**config.mk**
```make
export PLATFORM = sky130hd
export DESIGN_NAME = ft_recovery_ctrl_flat
export DESIGN_NICKNAME = d
export VERILOG_FILES = /design/src/rtl/ft_recovery_ctrl_if.sv /design/src/rtl/ft_recovery_ctrl.sv /design/src/flat_wrapper.sv
export SDC_FILE = /design/constraint.sdc
export NUM_CORES = 1
export LEC_CHECK = 0
export CORE_UTILIZATION = 33
export CTS_BUF_LIST = sky130_fd_sc_hd__clkbuf_8
export CTS_CLUSTER_SIZE = 25
export DETAILED_ROUTE_END_ITERATION = 10
export PLACE_DENSITY_LB_ADDON = 0.08
export SYNTH_ARGS = -nofsm -noshare
export SYNTH_HDL_FRONTEND = slang
export SYNTH_SLANG_ARGS = --single-unit
```
**constraint.sdc**
```tcl
create_clock -name clk_i -period 1.6 [get_ports clk_i]
set_input_delay 0.4 -clock clk_i [delete_from_list [all_inputs] [get_ports clk_i]]
set_output_delay 0.4 -clock clk_i [all_outputs]
set_load 0.005 [all_outputs]
```
**src/rtl/ft_recovery_ctrl_if.sv**
```systemverilog
// Lockstep recovery bundle: comparator inputs, restore write port and status outputs.
// Latency: none, wiring only.
// Backpressure: none; the cores must honour halt_o.
//
// Ports
//   commit_i / error_i   comparator strobe and mismatch flag (core side -> controller)
//   backup_rdata_i       golden register file read data at rf_addr_o
//   halt_o               stall both cores
//   rf_we_o / rf_addr_o / rf_data_o   restore write port into both register files
//   rollback_o           one-cycle PC rollback request
//   busy_o / fatal_o     sequencer status; fatal is sticky until reset
//   retry_cnt_o          recoveries since the last clean stretch
//   err_count_o          total detected errors (zero unless the counter is built)
//
// Modports: master = recovery controller, slave = lockstep pair / backup file.
interface ft_recovery_ctrl_if #(
  parameter int ADDR_WIDTH = 5,
  parameter int DATA_WIDTH = 32,
  parameter int MAX_RETRY  = 3
);
  localparam int RETRY_W = $clog2(MAX_RETRY + 1);

  logic                  commit_i;
  logic                  error_i;
  logic [DATA_WIDTH-1:0] backup_rdata_i;
  logic                  halt_o;
  logic                  rf_we_o;
  logic [ADDR_WIDTH-1:0] rf_addr_o;
  logic [DATA_WIDTH-1:0] rf_data_o;
  logic                  rollback_o;
  logic                  busy_o;
  logic                  fatal_o;
  logic [RETRY_W-1:0]    retry_cnt_o;
  logic [15:0]           err_count_o;

  modport master (
    input  commit_i, error_i, backup_rdata_i,
    output halt_o, rf_we_o, rf_addr_o, rf_data_o, rollback_o,
           busy_o, fatal_o, retry_cnt_o, err_count_o
  );

  modport slave (
    output commit_i, error_i, backup_rdata_i,
    input  halt_o, rf_we_o, rf_addr_o, rf_data_o, rollback_o,
           busy_o, fatal_o, retry_cnt_o, err_count_o
  );
endinterface

```
**src/rtl/ft_recovery_ctrl.sv**
```systemverilog
// Lockstep recovery sequencer: halt, drain, restore x1..xN-1 from the golden file, roll back PC.
// Latency: halt_o rises 1 cycle after a mismatch, falls 1+DRAIN_CYCLES+(NUM_REGS-1)+1 cycles after it.
// Backpressure: none accepted; the cores are stalled through halt_o for the whole recovery.
//
// Ports
//   clk_i, rst_ni   clock and asynchronous active-low reset
//   rif (master)    comparator inputs, restore write port, rollback and status (see ft_recovery_ctrl_if)
//
// Build option: define FT_ERR_COUNTER_EN to build the 16-bit saturating detected-error counter
// behind err_count_o; without it err_count_o is tied to zero and no counter flops exist.
module ft_recovery_ctrl #(
  parameter int ADDR_WIDTH   = 5,
  parameter int DATA_WIDTH   = 32,
  parameter int NUM_REGS     = 32,
  parameter int DRAIN_CYCLES = 4,
  parameter int MAX_RETRY    = 3,
  parameter int GOOD_COMMITS = 16
) (
  input  logic                clk_i,
  input  logic                rst_ni,
  ft_recovery_ctrl_if.master  rif
);

  localparam int RETRY_W = $clog2(MAX_RETRY + 1);
  localparam int GOOD_W  = $clog2(GOOD_COMMITS + 1);
  localparam int DRAIN_W = $clog2(DRAIN_CYCLES + 1);

  localparam logic [RETRY_W-1:0]    RETRY_MAX  = RETRY_W'(MAX_RETRY);
  localparam logic [GOOD_W-1:0]     GOOD_LAST  = GOOD_W'(GOOD_COMMITS - 1);
  localparam logic [DRAIN_W-1:0]    DRAIN_LAST = DRAIN_W'(DRAIN_CYCLES - 1);
  localparam logic [ADDR_WIDTH-1:0] ADDR_FIRST = ADDR_WIDTH'(1);
  localparam logic [ADDR_WIDTH-1:0] ADDR_LAST  = ADDR_WIDTH'(NUM_REGS - 1);

  localparam logic [2:0] ST_IDLE    = 3'd0;
  localparam logic [2:0] ST_HALT    = 3'd1;
  localparam logic [2:0] ST_RESTORE = 3'd2;
  localparam logic [2:0] ST_RESUME  = 3'd3;
  localparam logic [2:0] ST_FATAL   = 3'd4;

  logic [2:0]            state_q,    state_d;
  logic [DRAIN_W-1:0]    drain_q,    drain_d;
  logic [ADDR_WIDTH-1:0] addr_q,     addr_d;
  logic [RETRY_W-1:0]    retry_q,    retry_d;
  logic [GOOD_W-1:0]     good_q,     good_d;
  logic                  halt_q,     halt_d;
  logic                  rf_we_q,    rf_we_d;
  logic                  rollback_q, rollback_d;
  logic                  busy_q,     busy_d;
  logic                  fatal_q,    fatal_d;

  // Sequencer and counters. Comparator activity only matters in IDLE: while
  // the cores are halted any strobe is an artefact of the stall itself.
  always_comb begin
    state_d = state_q;
    drain_d = drain_q;
    addr_d  = addr_q;
    retry_d = retry_q;
    good_d  = good_q;

    case (state_q)
      ST_IDLE: begin
        if (rif.commit_i && rif.error_i) begin
          good_d = '0;
          if (retry_q == RETRY_MAX) begin
            state_d = ST_FATAL;
          end else begin
            // retry_q < RETRY_MAX here, so the count cannot wrap.
            retry_d = retry_q + 1'b1;
            drain_d = '0;
            state_d = ST_HALT;
          end
        end else if (rif.commit_i) begin
          if (good_q == GOOD_LAST) begin
            good_d  = '0;
            retry_d = '0;
          end else begin
            good_d = good_q + 1'b1;
          end
        end
      end

      ST_HALT: begin
        if (drain_q == DRAIN_LAST) begin
          drain_d = '0;
          addr_d  = ADDR_FIRST;   // x0 is hard-wired zero, never rewritten
          state_d = ST_RESTORE;
        end else begin
          drain_d = drain_q + 1'b1;
        end
      end

      ST_RESTORE: begin
        if (addr_q == ADDR_LAST) begin
          // Park the address at zero so rf_addr_o reads 0 outside RESTORE.
          addr_d  = '0;
          state_d = ST_RESUME;
        end else begin
          addr_d = addr_q + 1'b1;
        end
      end

      ST_RESUME: state_d = ST_IDLE;

      ST_FATAL:  state_d = ST_FATAL;

      default:   state_d = ST_IDLE;
    endcase
  end

  // Outputs are decoded from the next state so they line up with the state
  // register and leave the block straight from flops.
  always_comb begin
    halt_d     = (state_d != ST_IDLE);
    busy_d     = (state_d != ST_IDLE);
    rf_we_d    = (state_d == ST_RESTORE);
    rollback_d = (state_d == ST_RESUME);
    fatal_d    = (state_d == ST_FATAL);
  end

  always_ff @(posedge clk_i or negedge rst_ni) begin
    if (!rst_ni) begin
      state_q    <= ST_IDLE;
      drain_q    <= '0;
      addr_q     <= '0;
      retry_q    <= '0;
      good_q     <= '0;
      halt_q     <= 1'b0;
      rf_we_q    <= 1'b0;
      rollback_q <= 1'b0;
      busy_q     <= 1'b0;
      fatal_q    <= 1'b0;
    end else begin
      state_q    <= state_d;
      drain_q    <= drain_d;
      addr_q     <= addr_d;
      retry_q    <= retry_d;
      good_q     <= good_d;
      halt_q     <= halt_d;
      rf_we_q    <= rf_we_d;
      rollback_q <= rollback_d;
      busy_q     <= busy_d;
      fatal_q    <= fatal_d;
    end
  end

  assign rif.halt_o      = halt_q;
  assign rif.rf_we_o     = rf_we_q;
  assign rif.rf_addr_o   = addr_q;
  assign rif.rollback_o  = rollback_q;
  assign rif.busy_o      = busy_q;
  assign rif.fatal_o     = fatal_q;
  assign rif.retry_cnt_o = retry_q;

  // The golden file is read combinationally at rf_addr_o, so the write data
  // follows it in the same cycle; forced to zero when not writing.
  assign rif.rf_data_o = rf_we_q ? rif.backup_rdata_i : '0;

`ifdef FT_ERR_COUNTER_EN
  logic [15:0] err_cnt_q, err_cnt_d;
  logic        det_evt;

  // Counts every mismatch taken in IDLE, including the one that escalates to FATAL.
  assign det_evt = (state_q == ST_IDLE) && rif.commit_i && rif.error_i;

  always_comb begin
    err_cnt_d = err_cnt_q;
    if (det_evt && (err_cnt_q != 16'hFFFF)) begin
      err_cnt_d = err_cnt_q + 16'd1;
    end
  end

  always_ff @(posedge clk_i or negedge rst_ni) begin
    if (!rst_ni) begin
      err_cnt_q <= '0;
    end else begin
      err_cnt_q <= err_cnt_d;
    end
  end

  assign rif.err_count_o = err_cnt_q;
`else
  assign rif.err_count_o = '0;
`endif

endmodule

```
**src/flat_wrapper.sv**
```systemverilog
// flat-port wrapper written by rule: the top's interface ports become plain ports
module ft_recovery_ctrl_flat 
#(
  parameter int ADDR_WIDTH   = 5,
  parameter int DATA_WIDTH   = 32,
  parameter int NUM_REGS     = 32,
  parameter int DRAIN_CYCLES = 4,
  parameter int MAX_RETRY    = 3,
  parameter int GOOD_COMMITS = 16
)
  (clk_i, rst_ni, rif_commit_i, rif_error_i, rif_backup_rdata_i, rif_halt_o, rif_rf_we_o, rif_rf_addr_o, rif_rf_data_o, rif_rollback_o, rif_busy_o, rif_fatal_o, rif_retry_cnt_o, rif_err_count_o);
  ft_recovery_ctrl_if #(.ADDR_WIDTH(ADDR_WIDTH), .DATA_WIDTH(DATA_WIDTH), .MAX_RETRY(MAX_RETRY)) rif_i ();
  input  logic clk_i;
  input  logic rst_ni;
  input wire logic [$bits(rif_i.commit_i)-1:0] rif_commit_i;
  input wire logic [$bits(rif_i.error_i)-1:0] rif_error_i;
  input wire logic [$bits(rif_i.backup_rdata_i)-1:0] rif_backup_rdata_i;
  output wire logic [$bits(rif_i.halt_o)-1:0] rif_halt_o;
  output wire logic [$bits(rif_i.rf_we_o)-1:0] rif_rf_we_o;
  output wire logic [$bits(rif_i.rf_addr_o)-1:0] rif_rf_addr_o;
  output wire logic [$bits(rif_i.rf_data_o)-1:0] rif_rf_data_o;
  output wire logic [$bits(rif_i.rollback_o)-1:0] rif_rollback_o;
  output wire logic [$bits(rif_i.busy_o)-1:0] rif_busy_o;
  output wire logic [$bits(rif_i.fatal_o)-1:0] rif_fatal_o;
  output wire logic [$bits(rif_i.retry_cnt_o)-1:0] rif_retry_cnt_o;
  output wire logic [$bits(rif_i.err_count_o)-1:0] rif_err_count_o;
  assign rif_i.commit_i = rif_commit_i;
  assign rif_i.error_i = rif_error_i;
  assign rif_i.backup_rdata_i = rif_backup_rdata_i;
  assign rif_halt_o = rif_i.halt_o;
  assign rif_rf_we_o = rif_i.rf_we_o;
  assign rif_rf_addr_o = rif_i.rf_addr_o;
  assign rif_rf_data_o = rif_i.rf_data_o;
  assign rif_rollback_o = rif_i.rollback_o;
  assign rif_busy_o = rif_i.busy_o;
  assign rif_fatal_o = rif_i.fatal_o;
  assign rif_retry_cnt_o = rif_i.retry_cnt_o;
  assign rif_err_count_o = rif_i.err_count_o;
  ft_recovery_ctrl #(.ADDR_WIDTH(ADDR_WIDTH), .DATA_WIDTH(DATA_WIDTH), .NUM_REGS(NUM_REGS), .DRAIN_CYCLES(DRAIN_CYCLES), .MAX_RETRY(MAX_RETRY), .GOOD_COMMITS(GOOD_COMMITS)) u_core (.clk_i(clk_i), .rst_ni(rst_ni), .rif(rif_i));
endmodule
```
### Yosys cells after proc, flatten, opt, wreduce, memory -nomap -nowiden

Cells that the tools add are included.

| cells by class | value |
|---|---|
| multiply operators | 0 |
| bitwise operators | 0 |
| magnitude comparators | 0 |
| mux-type cells | 20 |
| div/mod/pow operators | 0 |
| add/sub/neg operators | 4 |
| equality and inequality tests | 14 |
| reduce and logical (&&, ||, !) cells | 11 |
| shift-type cells | 0 |

Operators with widths:

| cell | number |
|---|---|
| $mux 32 | 1 |
| $mux 5 | 5 |
| $mux 3 | 7 |
| $eq 3x2->1 const B | 4 |
| $pmux 3 s4 | 1 |
| $add 5x1->5 const B | 2 |
| $pmux 5 s2 | 1 |
| $mux 2 | 4 |
| $reduce_bool 2->1 | 4 |
| $eq 3x3->1 const B | 2 |
| $pmux 3 s2 | 1 |
| $eq 5x4->1 const B | 1 |
| $eq 5x5->1 const B | 1 |
| $ne 2x1->1 const B | 2 |
| $ne 2x2->1 const B | 2 |
| $reduce_and 2->1 | 2 |
| $reduce_and 4->1 | 1 |
| $add 3x1->3 const B | 1 |
| $eq 3x1->1 const B | 1 |
| $logic_not 3->1 | 1 |
| $reduce_and 3->1 | 1 |
| $reduce_bool 3->1 | 1 |
| $add 2x1->2 const B | 1 |
| $eq 2x2->1 const B | 1 |
| $logic_and 1x1->1 | 1 |

| word-level totals | value |
|---|---|
| register bits after elaboration | 22 |
| memory bits (read-only) | 0 |
| memory bits (writable) | 0 |
| latch bits | 0 |
| memories kept | 0 |
| logic and storage cells | 58 |

### Depth between registers and ports, before layout

| depth | value |
|---|---|
| depth after elaboration | 5 |
| depth in mapped cells | 6 |
| gate-level depth less buffers | 6 |

### Worst setup path before layout

Ideal clock, no wire load.

| timing | value |
|---|---|
| path type | reg-to-reg |
| start | reg u_core.addr_q[0], in the netlist u_core.rif.rf_addr_o[0] |
| end | reg u_core.busy_q, in the netlist u_core.rif.busy_o |
| stages on the path, launching flop included | 7 |
| data arrival time | 1594 ps |
| setup slack | -125 ps |
| path buffers | 0 |
| data required time | 1469 ps |
| period minus slack after synthesis | 1725 ps |
| path through | dfrtp_1 ha_1 and3_1 ha_1 a22oi_1 o21ai_2 or3_1 |

| on the way | value |
|---|---|
| word-level cells in the longest chain between the ends | 4 |

RTL lines:

| what | RTL line | text |
|---|---|---|
| from (decl) | ft_recovery_ctrl.sv:42 | `logic [ADDR_WIDTH-1:0] addr_q, addr_d;` |
| from (signal assigned) | ft_recovery_ctrl.sv:135 | `addr_q <= addr_d;` |
| $eq 5x5->1 | ft_recovery_ctrl.sv:93 | `if (addr_q == ADDR_LAST) begin` |
| $mux 3 | ft_recovery_ctrl.sv:93 |  |
| $pmux 3 s4 | ft_recovery_ctrl.sv:60 | `case (state_q)` |
| named net u_core.state_d[0] | ft_recovery_ctrl.sv:40 | `logic [2:0] state_q, state_d;` |
| $reduce_bool 3->1 | ft_recovery_ctrl.sv:114 | `busy_d = (state_d != ST_IDLE);` |
| named net u_core.busy_d | ft_recovery_ctrl.sv:48 | `logic busy_q, busy_d;` |
| to (signal assigned) | ft_recovery_ctrl.sv:141 | `busy_q <= busy_d;` |
| to (decl) | ft_recovery_ctrl.sv:48 |  |

The timed path passes the listed nets, and every way through them passes these cells.
A chain may end at the register's enable or synchronous reset.

### Worst setup path in the final report

| timing | value |
|---|---|
| start | reg u_core.addr_q[1], in the netlist u_core.rif.rf_addr_o[1] |
| end | reg u_core.busy_q, in the netlist u_core.rif.busy_o |

The elaborated chain is that of the path after synthesis.

==> flow_metrics.py <==
metrics = {
    "run_status": {
        "status": "finished clean",
    },
    "critical_path": {
        "cp-startpoint": "u_core.rif.rf_addr_o[1]$_DFFE_PN0P_",
        "cpLargestDelayFamily": "simple AND/OR/NAND/NOR gates",
        "cp_num_buf_inv": 0,
        "rrSetupSlack_ns": 0.05,
        "critPathRequiredTime_ns": 1.74,
        "arrival_ns": 1.69,
        "slowest_delay_ns": 0.38,
        "cp_slowest_cell": "dfrtp_1",
        "path_cells": "ha_2 > and3_4 > ha_4 > a22oi_2 > o21ai_2 > or3_1",
        "cp-start-kind": "register",
        "critPathMaxFanout": 3,
        "path_class": "register to register",
        "rr_startpoint": "u_core.rif.rf_addr_o[1]$_DFFE_PN0P_",
        "end_kind": "register",
    },
    "yosys": {
        "syn_inst": 149,
        "synth_area_mm2": 0.00141,
        "yosys.area_share.xor_xnor_pct": 1.24,
        "synth_mux_area_share_pct": 0.799,
        "synth_area_leaders": "dfrtp_1 (39%), and2_1 (14%), buf_4 (9.1%)",
        "netlist.area_leader.share_pct": 39.0,
        "synthAdderAreaFrac_pct": 4.44,
        "ys_seq_area_share_pct": 39.0,
        "synth_compound_area_share_pct": 11.2,
        "yosys.area.top_type": "dfrtp_1",
        "yosys.area_share.simple_pct": 31.3,
        "synth_edf_count": 0,
        "synthFlopType": "dfrtp_1",
        "synth.avg_cell_area_um2": 9.46,
        "synthDistinctLibCells": 40,
        "yosys_warnings": 0,
        "async_flop_share_pct": 100,
        "synth_top_family_by_area": "simple AND/OR/NAND/NOR gates",
        "ys_ff_latch": 22,
    },
    "finish": {
        "diodes": 0,
        "fill_cells": 361,
        "area_growth_pct": 60.3,
        "drive_gt1_share_pct": 29.7,
        "layout.nets": 289,
    },
    "power": {
        "pwr_density_cell_mw_per_mm2": 1260,
        "max-vdd-ir-drop_v": 0.000706,
        "p_total_mw": 2.85,
        "p_leak_nw": 1.16,
    },
    "sta": {
        "fin_skew_ns": 0.00416,
        "hold_violations": 0,
        "finalSetupViolCount": 0,
        "drv_slew": 0,
        "final.min_clock_period_ns": 1.55,
        "period_share_pct": 97.2,
        "fmaxAchievable_mhz": 643,
        "rsz0062_at_grt": "true",
        "worst_slack_ns": 0.0451,
    },
    "grt": {
        "antenna_found_initial": 0,
        "first_global_vias": 1211,
        "grt_pass1_wl_um": 5670,
        "grt_overflow_total": 0,
        "grt_start_max_net_pins": 34,
        "grt_util_all_layers_pct": 16.5,
    },
    "clock_tree": {
        "htree_levels": 1,
        "clkLatencyLatePin_ns": 0.26,
        "holdBufCountCts": 0,
        "path_clk_slew_ns": 0.07,
        "clock-sinks": 22,
        "cts-root-buf": "clkbuf_8",
        "numCtsBuffers": 3,
        "cts_tree": "built",
        "clk_path_buf_depth": 2,
    },
    "floorplanning": {
        "initial_core_util_pct": 34.8,
        "num_rows": 23,
        "die_area_mm2": 0.00454,
        "die_w_um": 67.4,
        "coreArea_mm2": 0.00406,
        "die_y_um": 67.4,
        "io_pins": 96,
    },
    "detailed_routing": {
        "vias": 1383,
        "route.detailed.wl_per_inst_um": 13.1,
        "drtAntennaViolNets": 0,
        "drc": 0,
        "initialDrtViolationCount": 20,
        "vias_per_cell": 4.67,
        "drtPass1Iterations": 4,
        "wl_um": 3870,
    },
    "placement": {
        "port_buffers": 79,
        "gp_congestion": 0.797,
        "pre_cts_slack_ns": -0.353,
        "hpwl_um": 3140,
    },
    "run": {
        "cap_viol_max_count": 0,
    },
    "hold_path": {
        "min_path_type": "input pin to async pin",
    },
}
[cells in the final DEF (no fill, tap or decap), drive strengths merged, types with 2 or more instances in the layout]
cell type	Yosys	routed
a21oi	2	2
a31oi	2	2
a32o	2	2
and2	32	32
and2b	2	2
and3	3	3
buf	19	23
clkbuf	3	33
clkdlybuf4s50	0	39
conb	1	16
dfrtp	22	22
dlygate4sd2	0	6
dlymetal6s2s	0	2
ha	5	5
nand2	13	13
nand2b	2	2
nand3	6	6
nand3b	2	2
nor2	3	3
nor2b	2	2
nor3	4	4
o21ai	4	4
o31ai	4	4
[registers in the layout (all words and copies together), names as in the netlist, 2 cells and up]
name and count:
u_core.good_q 5, u_core.drain_q 3, u_core.rif.rf_addr_o 5, u_core.rif.retry_cnt_o 2, u_core.state_q 3
[per-layer routing]
layer / vias up / global-route usage [%] / wire length [um]
met5: - / 0 / 0
met2: 65 / 30.9 / 1960
met3: 8 / 2.20 / 312
met4: 0 / 4.79 / 51
li1: 672 / - / -
met1: 638 / 19.3 / 1540
[cells in the mapped netlist, types with 2 or more instances]
cell and n:
buf_6 2, a32o_1 2, nand2_1 13, a21oi_1 2
buf_4 17, nor2b_1 2, nand3b_1 2, clkbuf_1 3
and2b_2 2, and3_1 2, o21ai_1 2, nor2_1 3
ha_1 5, nand3_1 6, dfrtp_1 22, a31oi_1 2
o31ai_1 4, nor3_1 4, and2_1 32, nand2b_1 2
[layout make-up]
class                   instances  area, um^2  area share (%)
clock buffers                   3        41.3            1.83
inverters                       1        3.75           0.166
multi-input cells             119         787            34.8
flip-flops and latches         22         552            24.4
well taps                      50        62.6            2.77
repair buffers                101         815            36.0
[kinds of logic after synthesis]
| family | count (synthesis) |
|---|---|
| flip-flops | 22 |
| adder cells (fa/ha/maj) | 5 |
| buffers and inverters | 23 |
| other | 1 |
| multiplexers | 1 |
| AO/OA/AOI/OAI | 21 |
| AND/OR/NAND/NOR | 74 |
| XOR/XNOR | 2 |
[worst paths after layout]
check	depth (start not counted)	to
worst max register to register	6	u_core.rif.busy_o$_DFF_PN0_
max in group asynchronous	2	u_core.state_q[0]$_DFF_PN0_
min in group clk_i	1	u_core.drain_q[0]$_DFFE_PN0P_
worst min register to register	1	u_core.drain_q[0]$_DFFE_PN0P_
worst min-delay path	2	u_core.drain_q[1]$_DFFE_PN0P_
worst max-delay path	6	u_core.rif.busy_o$_DFF_PN0_
[metrics by stage]
| step | setup TNS, ns | cell area [um^2] | hold slack [ns] | utilization (%) | std cells |
|---|---|---|---|---|---|
| 2_1_floorplan | 0 | 1480 | 0.104 | - | 164 |
| 3_3_place_gp | -11.34 | 2290 | 0.476 | 56.5 | 286 |
| 3_5_place_dp | -11.92 | 2290 | 0.486 | 56.5 | 286 |
| 4_1_cts | 0 | 2370 | 0.497 | 58.4 | 293 |
| 5_1_grt | -0.0306 | 2260 | 0.518 | 55.7 | 296 |
| 6_report | 0 | 2260 | 0.486 | 55.7 | 296 |
[report_power, final]
group          internal [mW]  switching, mW  total [mW]
sequential             0.730          0.174       0.905
clock                  0.168          0.166       0.334
combinational          0.930          0.682        1.61
total                   1.83           1.02        2.85
[what timing repair did]
| item | CTS | global route |
|---|---|---|
| pin swaps | 1 | 1 |
| resized for setup | 73 | 37 |
| endpoints found under the setup margin | 45 | 36 |
| setup buffers | 4 | 3 |
| hold endpoints to repair | 0 | 0 |
(Power assumes the default switching activity.)
